[src/rtl/keypad_pkg.sv]
// Shared types and defaults for the keypad scanner and its downstream digit updater.
package keypad_pkg;

    typedef enum logic [1:0] {
        SCAN,
        DEBOUNCE,
        HELD,
        RELEASE
    } state_t;

    localparam logic [3:0] COL_INIT             = 4'b1110;
    localparam int         SCAN_DIV_DEF         = 2500;
    localparam int         DEBOUNCE_CYCLES_DEF  = 50000;

    // Lowest set bit wins when several rows are seen in one column.
    function automatic logic [3:0] lowest_bit(input logic [3:0] v);
        return v & (~v + 4'd1);
    endfunction

    function automatic logic [3:0] next_col(input logic [3:0] c);
        return {c[2:0], c[3]};
    endfunction

endpackage

[src/rtl/keypad_scanner_if.sv]
// Keypad matrix pins plus the accepted-key outputs; master is the scanner side.
interface keypad_scanner_if;
    logic [3:0] rows_n;
    logic [3:0] cols_n;
    logic [3:0] row;
    logic [3:0] col;
    logic       en;

    modport master (input rows_n, output cols_n, output row, output col, output en);
    modport slave  (output rows_n, input cols_n, input row, input col, input en);
endinterface

[src/rtl/sync2.sv]
// Two-flop synchronizer, asynchronous reset to 0.
module sync2 #(
    parameter int WIDTH = 4
) (
    input  logic             clk,
    input  logic             rst,
    input  logic [WIDTH-1:0] d,
    output logic [WIDTH-1:0] q
);
    logic [WIDTH-1:0] meta;

    always_ff @(posedge clk or posedge rst) begin
        if (rst) begin
            meta <= '0;
            q    <= '0;
        end else begin
            meta <= d;
            q    <= meta;
        end
    end
endmodule

[src/rtl/keypad_scanner.sv]
// 4x4 keypad column scanner with press/release debounce; presents held key as one-hot row/col + level en.
// Press-to-en is DEBOUNCE_CYCLES after debounce entry; release-to-drop is DEBOUNCE_CYCLES after first released sample.
module keypad_scanner
    import keypad_pkg::*;
#(
    parameter int SCAN_DIV        = SCAN_DIV_DEF,
    parameter int DEBOUNCE_CYCLES = DEBOUNCE_CYCLES_DEF
) (
    input  logic              clk,
    input  logic              reset,
    keypad_scanner_if.master  kp
);
    localparam int SW = $clog2(SCAN_DIV);
    localparam int DW = $clog2(DEBOUNCE_CYCLES);
    localparam logic [SW-1:0] SCAN_LAST = SW'(SCAN_DIV - 1);
    localparam logic [DW-1:0] DEB_LAST  = DW'(DEBOUNCE_CYCLES - 1);
    // The released sample that left HELD already counts toward the release window.
    localparam logic [DW-1:0] REL_LAST  = DW'(DEBOUNCE_CYCLES - 2);

    logic [3:0]    pressed;
    state_t        state, state_nxt;
    logic [SW-1:0] scan_cnt, scan_cnt_nxt;
    logic [DW-1:0] deb_cnt, deb_cnt_nxt;
    logic [3:0]    cols_q, cols_nxt;
    logic [3:0]    cand_row, cand_row_nxt;
    logic [3:0]    cand_col, cand_col_nxt;
    logic [3:0]    row_q, row_nxt;
    logic [3:0]    col_q, col_nxt;
    logic          en_q, en_nxt;
    logic          cand_hit;

    sync2 #(.WIDTH(4)) u_sync (
        .clk (clk),
        .rst (reset),
        .d   (~kp.rows_n),
        .q   (pressed)
    );

    assign cand_hit  = |(pressed & cand_row);
    assign kp.cols_n = cols_q;
    assign kp.row    = row_q;
    assign kp.col    = col_q;
    assign kp.en     = en_q;

    always_ff @(posedge clk or posedge reset) begin
        if (reset) begin
            state    <= SCAN;
            scan_cnt <= '0;
            deb_cnt  <= '0;
            cols_q   <= COL_INIT;
            cand_row <= '0;
            cand_col <= '0;
            row_q    <= '0;
            col_q    <= '0;
            en_q     <= 1'b0;
        end else begin
            state    <= state_nxt;
            scan_cnt <= scan_cnt_nxt;
            deb_cnt  <= deb_cnt_nxt;
            cols_q   <= cols_nxt;
            cand_row <= cand_row_nxt;
            cand_col <= cand_col_nxt;
            row_q    <= row_nxt;
            col_q    <= col_nxt;
            en_q     <= en_nxt;
        end
    end

    always_comb begin
        state_nxt    = state;
        scan_cnt_nxt = scan_cnt;
        deb_cnt_nxt  = deb_cnt;
        cols_nxt     = cols_q;
        cand_row_nxt = cand_row;
        cand_col_nxt = cand_col;
        row_nxt      = row_q;
        col_nxt      = col_q;
        en_nxt       = en_q;

        case (state)
            SCAN: begin
                if (scan_cnt == SCAN_LAST) begin
                    scan_cnt_nxt = '0;
                    if (pressed == 4'b0000) begin
                        cols_nxt = next_col(cols_q);
                    end else begin
                        cand_row_nxt = lowest_bit(pressed);
                        cand_col_nxt = ~cols_q;
                        deb_cnt_nxt  = '0;
                        state_nxt    = DEBOUNCE;
                    end
                end else begin
                    scan_cnt_nxt = scan_cnt + SW'(1);
                end
            end
            DEBOUNCE: begin
                if (!cand_hit) begin
                    state_nxt    = SCAN;
                    scan_cnt_nxt = '0;
                    cols_nxt     = next_col(cols_q);
                end else if (deb_cnt == DEB_LAST) begin
                    state_nxt   = HELD;
                    deb_cnt_nxt = '0;
                    row_nxt     = cand_row;
                    col_nxt     = cand_col;
                    en_nxt      = 1'b1;
                end else begin
                    deb_cnt_nxt = deb_cnt + DW'(1);
                end
            end
            HELD: begin
                if (!cand_hit) begin
                    state_nxt   = RELEASE;
                    deb_cnt_nxt = '0;
                end
            end
            RELEASE: begin
                if (cand_hit) begin
                    state_nxt   = HELD;
                    deb_cnt_nxt = '0;
                end else if (deb_cnt == REL_LAST) begin
                    state_nxt    = SCAN;
                    scan_cnt_nxt = '0;
                    deb_cnt_nxt  = '0;
                    cols_nxt     = next_col(cols_q);
                    row_nxt      = '0;
                    col_nxt      = '0;
                    en_nxt       = 1'b0;
                end else begin
                    deb_cnt_nxt = deb_cnt + DW'(1);
                end
            end
            default: state_nxt = SCAN;
        endcase
    end
endmodule
[src/flat_wrapper.sv]
// flat-port wrapper written by rule: the top's interface ports become plain ports
module keypad_scanner_flat import keypad_pkg::*;
#(
    parameter int SCAN_DIV        = SCAN_DIV_DEF,
    parameter int DEBOUNCE_CYCLES = DEBOUNCE_CYCLES_DEF
)
  (clk, reset, kp_rows_n, kp_cols_n, kp_row, kp_col, kp_en);
  keypad_scanner_if kp_i ();
  input  logic clk;
  input  logic reset;
  input wire logic [$bits(kp_i.rows_n)-1:0] kp_rows_n;
  output wire logic [$bits(kp_i.cols_n)-1:0] kp_cols_n;
  output wire logic [$bits(kp_i.row)-1:0] kp_row;
  output wire logic [$bits(kp_i.col)-1:0] kp_col;
  output wire logic [$bits(kp_i.en)-1:0] kp_en;
  assign kp_i.rows_n = kp_rows_n;
  assign kp_cols_n = kp_i.cols_n;
  assign kp_row = kp_i.row;
  assign kp_col = kp_i.col;
  assign kp_en = kp_i.en;
  keypad_scanner #(.SCAN_DIV(SCAN_DIV), .DEBOUNCE_CYCLES(DEBOUNCE_CYCLES)) u_core (.clk(clk), .reset(reset), .kp(kp_i));
endmodule
[config.mk]
export PLATFORM = sky130hd
export DESIGN_NAME = keypad_scanner_flat
export DESIGN_NICKNAME = d
export VERILOG_FILES = /design/src/rtl/keypad_pkg.sv /design/src/rtl/keypad_scanner_if.sv /design/src/rtl/sync2.sv /design/src/rtl/keypad_scanner.sv /design/src/flat_wrapper.sv
export SDC_FILE = /design/constraint.sdc
export NUM_CORES = 1
export LEC_CHECK = 0
export CAP_MARGIN = 20
export CORE_MARGIN = 4
export CORE_UTILIZATION = 55
export CTS_CLUSTER_DIAMETER = 30
export DETAILED_ROUTE_END_ITERATION = 16
export GPL_ROUTABILITY_DRIVEN = 0
export PLACE_DENSITY = 0.75
export SETUP_SLACK_MARGIN = 0.2
export SYNTH_ARGS = -nofsm -noshare
export SYNTH_HDL_FRONTEND = slang
export SYNTH_HIERARCHICAL = 1
export SYNTH_SLANG_ARGS = --single-unit
[constraint.sdc]
create_clock -name clk -period 2.5 [get_ports clk]
set_input_delay 0.75 -clock clk [delete_from_list [all_inputs] [get_ports clk]]
set_output_delay 0.75 -clock clk [all_outputs]
set_load 0.03 [all_outputs]
Word-level counts from Yosys, hierarchy flattened
Cells that the tools add are included.

Equality and inequality tests: 17. Muxes and demuxes: 40. $add $sub $neg: 3. Reductions and logical operators: 11. Bitwise logic cells: 6.

Operators by type and width (number): $mux W16 (7); $pmux W16 S4 (1); $mux W12 (4); $mux W4 (11); $pmux W12 S3 (1); $eq A16 B16 Y1 const B (2); $add A16 B1 Y16 const B (1); $pmux W4 S2 (2); $mux W2 (7); $add A12 B1 Y12 const B (1); $eq A12 B12 Y1 const B (1); $not A4 Y4 (3); $pmux W4 S3 (1); $ne A2 B1 Y1 const B (5); $reduce_and A5 Y1 (2); $and A4 B4 Y4 (2); $ne A2 B2 Y1 const B (4); $pmux W2 S4 (1); $reduce_and A4 Y1 (2); $reduce_and A6 Y1 (1); $add A4 B1 Y4 const B (1); $eq A2 B2 Y1 const B (2); $logic_not A4 Y1 (1); $mux W1 (4); 10 further kinds (10).

Output and inout bits: 13. Word-level logic and storage cells: 88. Bits in registers: 59. Input port bits: 6.

Depth between registers and ports, before layout
Depth after elaboration: 4. Gate-level depth with buffers: 8. Gate-level depth less buffers: 7.

Modules after synthesis
Netlist, hierarchy kept.

By module, submodules not included: keypad_scanner (area each 2626.3 sq um, times used 1, seq. area each 1280.0 sq um, cells an instance 270); sync2 (area each 203.9 sq um, times used 1, seq. area each 200.2 sq um, cells an instance 9).

Worst setup path before layout
OpenSTA, ideal clock, no wires.

Path kind: register to register. From: reg u_core.deb_cnt[11]. To: reg u_core.cols_q[0] (netlist: u_core/kp.cols_n[0]). Data required time: 2.375 ns. Library setup time: 0.125 ns. Path slack: 0.277 ns. Stages on the path, launching flop included: 6. Arrival time: 2.098 ns. Period minus slack after synthesis: 2.223 ns. Buffers on the path: 0. Cells stage by stage: dfrtp_1 > or4b_4 > nor4_4 > nand2_1 > o22ai_1 > mux2_2.

Cells in the longest elaborated chain, start to end: 3.

Ends and longest elaborated chain: start: declaration (line keypad_scanner.sv:23) `logic [DW-1:0] deb_cnt, deb_cnt_nxt;`; start signal: assignment (line keypad_scanner.sv:59) `deb_cnt <= deb_cnt_nxt;`; $eq A16 B16 Y1 (line keypad_scanner.sv:121) `end else if (deb_cnt == REL_LAST) begin`; $ne A2 B1 Y1 (no line); $reduce_and A6 Y1 (no line); end signal: assignment (line keypad_scanner.sv:60) `cols_q <= cols_nxt;`; end: declaration (line keypad_scanner.sv:24) `logic [3:0] cols_q, cols_nxt;`.

No other way between the ends. A chain may end at the register's enable or synchronous reset.

Worst setup path in the final report
From: reg u_core.scan_cnt[0]. To: reg u_core.deb_cnt[11].

Cells in the longest elaborated chain, start to end: 3.

Ends and longest elaborated chain: start: declaration (line keypad_scanner.sv:22) `logic [SW-1:0] scan_cnt, scan_cnt_nxt;`; start signal: assignment (line keypad_scanner.sv:58) `scan_cnt <= scan_cnt_nxt;`; $eq A12 B12 Y1 (line keypad_scanner.sv:82) `if (scan_cnt == SCAN_LAST) begin`; $ne A2 B1 Y1 (no line); $reduce_and A4 Y1 (no line).

No other way between the ends.

==> results.txt <==
Ys async rst share - 100.0%
Clock buffer depth - 2
Pre-antenna DRT Iters - 4
Diode count - 0
Worst EP required - 2.76 ns
Final WS setup - 0.2869 ns
Post-route minimum period - 2.213 ns
Prevailing post-synth register cell - dfrtp_1
DRT antenna net count - 0
DRT iter0 DRCs - 129
Syn Nets - 288
WL final - 6061 µm
Cell family with most CP delay - simple AND/OR/NAND/NOR gates
Drt drc - 0
Area growth, synth to finish - 22.77%
Hold crit path type - reg2reg
Slowest cell on the critical path - or4_2
Syn Inst Count - 279
Max Slew Vio Count - 0
Most frequent cell after synthesis - dfrtp_1
Largest net degree at the start of global routing - 30
Layout Skew - 0.005114 ns
Most frequent cells after synthesis - dfrtp_1 (56), nand2_1 (29), o21ai_0 (23), a21oi_1 (19), nor2_1 (19)
Drt via density - 6.172
Area leader, netlist - dfrtp_1
Synth top area cells - dfrtp_1 (50%), o21ai_0 (4.1%), nand2_1 (3.8%), a22o_1 (3.4%), a21oi_1 (3.4%)
Area of the multi-input gates - 1314 µm²
Layout cell share with drive strength beyond 1 - 17.35%
Vias after detailed routing - 2,370
Post-synthesis compound-gate area fraction - 20.20%
Wire per inst - 15.78 µm
CTS buffer count - 9
Maximum VDD drop - 0.5159 mV
Post-Syn Area - 2830 µm²
Type of destination of the critical path - flop
Starting density of the core - 58.37%
Number of global-route vias before repair - 2,216
Ys Warns - 6
Worst-path cell chain - ha_2 -> and4bb_2 -> and3_4 -> a211oi_2 -> buf_12 -> or4_2 -> a21oi_1
Final Hold Fails - 0
CTS tree - yes
IO Pins - 19
Final critical-path share of the clock period - 88.52%
First-pass GRT wire length - 10,580 µm
I/O Buffers - 18
Die span in y - 79.74 µm
Register area - 1480 µm²
Post-synthesis mux area share - 1.989%
Power per Cell Area - 598.8 nW/µm²
Setup repair after global routing missed its margin - true
Adder-Cell Fraction of Synth Area - 1.326%
Post-CTS Hold Fix Bufs - 0
Total Neg Setup Slack - 0 ns
Worst slack at placement - 0.2169 ns
Crit path buf inv count - 1
CP Class - reg2reg
Worst-Skew Late Latency - 0.34 ns
Hpwl dp - 4055 µm
Crit Path Max Fanout - 29
Nets - 322
Syn avg cell area - 10.14 µm²
Gr usage total - 21.64%
Crit path DAT - 2.47 ns
Post-synth EDFFs - 0
Power, Total - 0.002081 W
DIE WIDTH - 79.74 µm
Die Footprint - 6358 µm²
Initial antenna violation count - 0
Worst-path clk slew - 0.06 ns
Core region area - 4848 µm²
Max Cap Viol - 0
CTS sink cnt - 59
Main combinational cell family by area after synthesis - simple AND/OR/NAND/NOR gates
Fmax - 0.4519 GHz
Final setup viols - 0
Htree depth - 3
Pleak - 1.492 nW
Post-synth top area share - 49.51%
Fill count - 357
Slew HR - 65.66%
Grt ovf - 0
Status - completed
Simple-gate portion of the synthesized area - 21.44%
Cell Rows - 25
Synth cell types - 47
Crit start category - flop
Clock root buffer - clkbuf_8
Slew of the pin with the lowest slew margin - 0.5151 ns
Xor-xnor portion of the synthesized cell area - 0%
FF+latch count, synth - 59
Post-synthesis sequential area ratio - 52.30%
Slowest Stage Delay on Critical Path - 0.64 ns
## logic make-up (layout without fill, tap and decap cells)
kind of cell,after synthesis,after routing
AOI/OAI and AO/OA,87,87
adders and majority gates,3,3
buffers and inverters,19,57
DFF,59,59
muxes,5,5
and+or+nand+nor,106,106
## cell type report
cell class              count  area share, %
flip-flops and latches     59          42.60
multi-input cells         201          37.81
repair buffers             32          8.931
clock buffers              11          4.357
clock inverters             4          2.809
well taps                  67          2.413
inverters                  10          1.080
## final timing paths
check / startpoint / to / slack [ns] / cells past startpoint
max: u_core/scan_cnt[0] / u_core/deb_cnt[11] / 0.29 / 7
max in group asynchronous: reset / u_core/deb_cnt[11] / 1.30 / 3
min in group asynchronous: reset / u_core/kp.row[1] / 0.71 / 2
min reg2reg: u_core/u_sync/meta[0] / u_core/u_sync/q[0] / 0.35 / 0
max reg2reg: u_core/scan_cnt[0] / u_core/deb_cnt[11] / 0.29 / 7
min: u_core/u_sync/meta[0] / u_core/u_sync/q[0] / 0.35 / 0
## sequential cells by signal (all words and copies together), names as in the netlist, named ones only
signal and count:
u_core/kp.cols_n 4, u_core/u_sync/q 4, u_core/state 1, u_core/kp.en 1, u_core/deb_cnt 16, u_core/u_sync/meta 4
u_core/cand_row 4, u_core/kp.row 4, u_core/scan_cnt 12, u_core/kp.col 4, u_core/cand_col 4
## routing by layer
layer	vias to the layer above	GRT usage [%]	routed length (µm)
met5	-	0	0
met4	0	8.615	79
met3	9	5.756	244
met2	52	33.06	2840
met1	1188	29.46	2896
li1	1121	-	-
## worst reg2reg max path, stage by stage (launching register included)
cell and delay [ns]:
dfrtp_1 0.37, ha_2 0.21, and4bb_2 0.26, and3_4 0.22
a211oi_2 0.09, buf_12 0.18, or4_2 0.65, a21oi_1 0.16
## power breakdown
part	internal (W)	total [W]	leakage, nW	switching, W
Combinational	0.0000136	0.0000364	0.589	0.0000228
Clock	0.000711	0.00108	0.122	0.000366
Sequential	0.000962	0.000967	0.781	0.00000540
## stage by stage
stage / utilization, % / cells / hold WS [ns] / area [µm²]
global placement: 65.32 / 366 / 0.3312 / 3167
detailed placement: 65.32 / 366 / 0.3347 / 3167
CTS: 70.48 / 381 / 0.3495 / 3417
finish: 71.66 / 384 / 0.3498 / 3475
global route: 71.66 / 384 / 0.3561 / 3475
floorplan: - / 279 / 0.3312 / 2830
## cells in the final DEF, fill, tap and decap left out, types with 3 or more instances in the layout
cell type / count
dlygate4sd2_1: 3
nor2_1: 19
nand2_1: 29
or4_1: 9
mux2_2: 5
a22o_1: 11
bufinv_16: 3
nand2b_1: 3
nor4_4: 3
clkbuf_8: 11
nor3_1: 4
or3_1: 4
nand3_1: 10
o31ai_1: 10
a21oi_1: 18
inv_1: 9
clkdlybuf4s50_1: 15
and3_1: 4
dfstp_2: 3
a31oi_1: 9
buf_4: 11
o21ai_0: 23
nand4_1: 7
dfrtp_1: 56
## what timing repair did
item                                    in CTS  in global routing
gates cloned                                 0                  0
buffers inserted                             0                  3
gates resized for setup                      4                  7
endpoints found under the setup margin       4                 27
pin swaps                                    0                  2
Note: power is estimated with default switching activity, not from simulation.
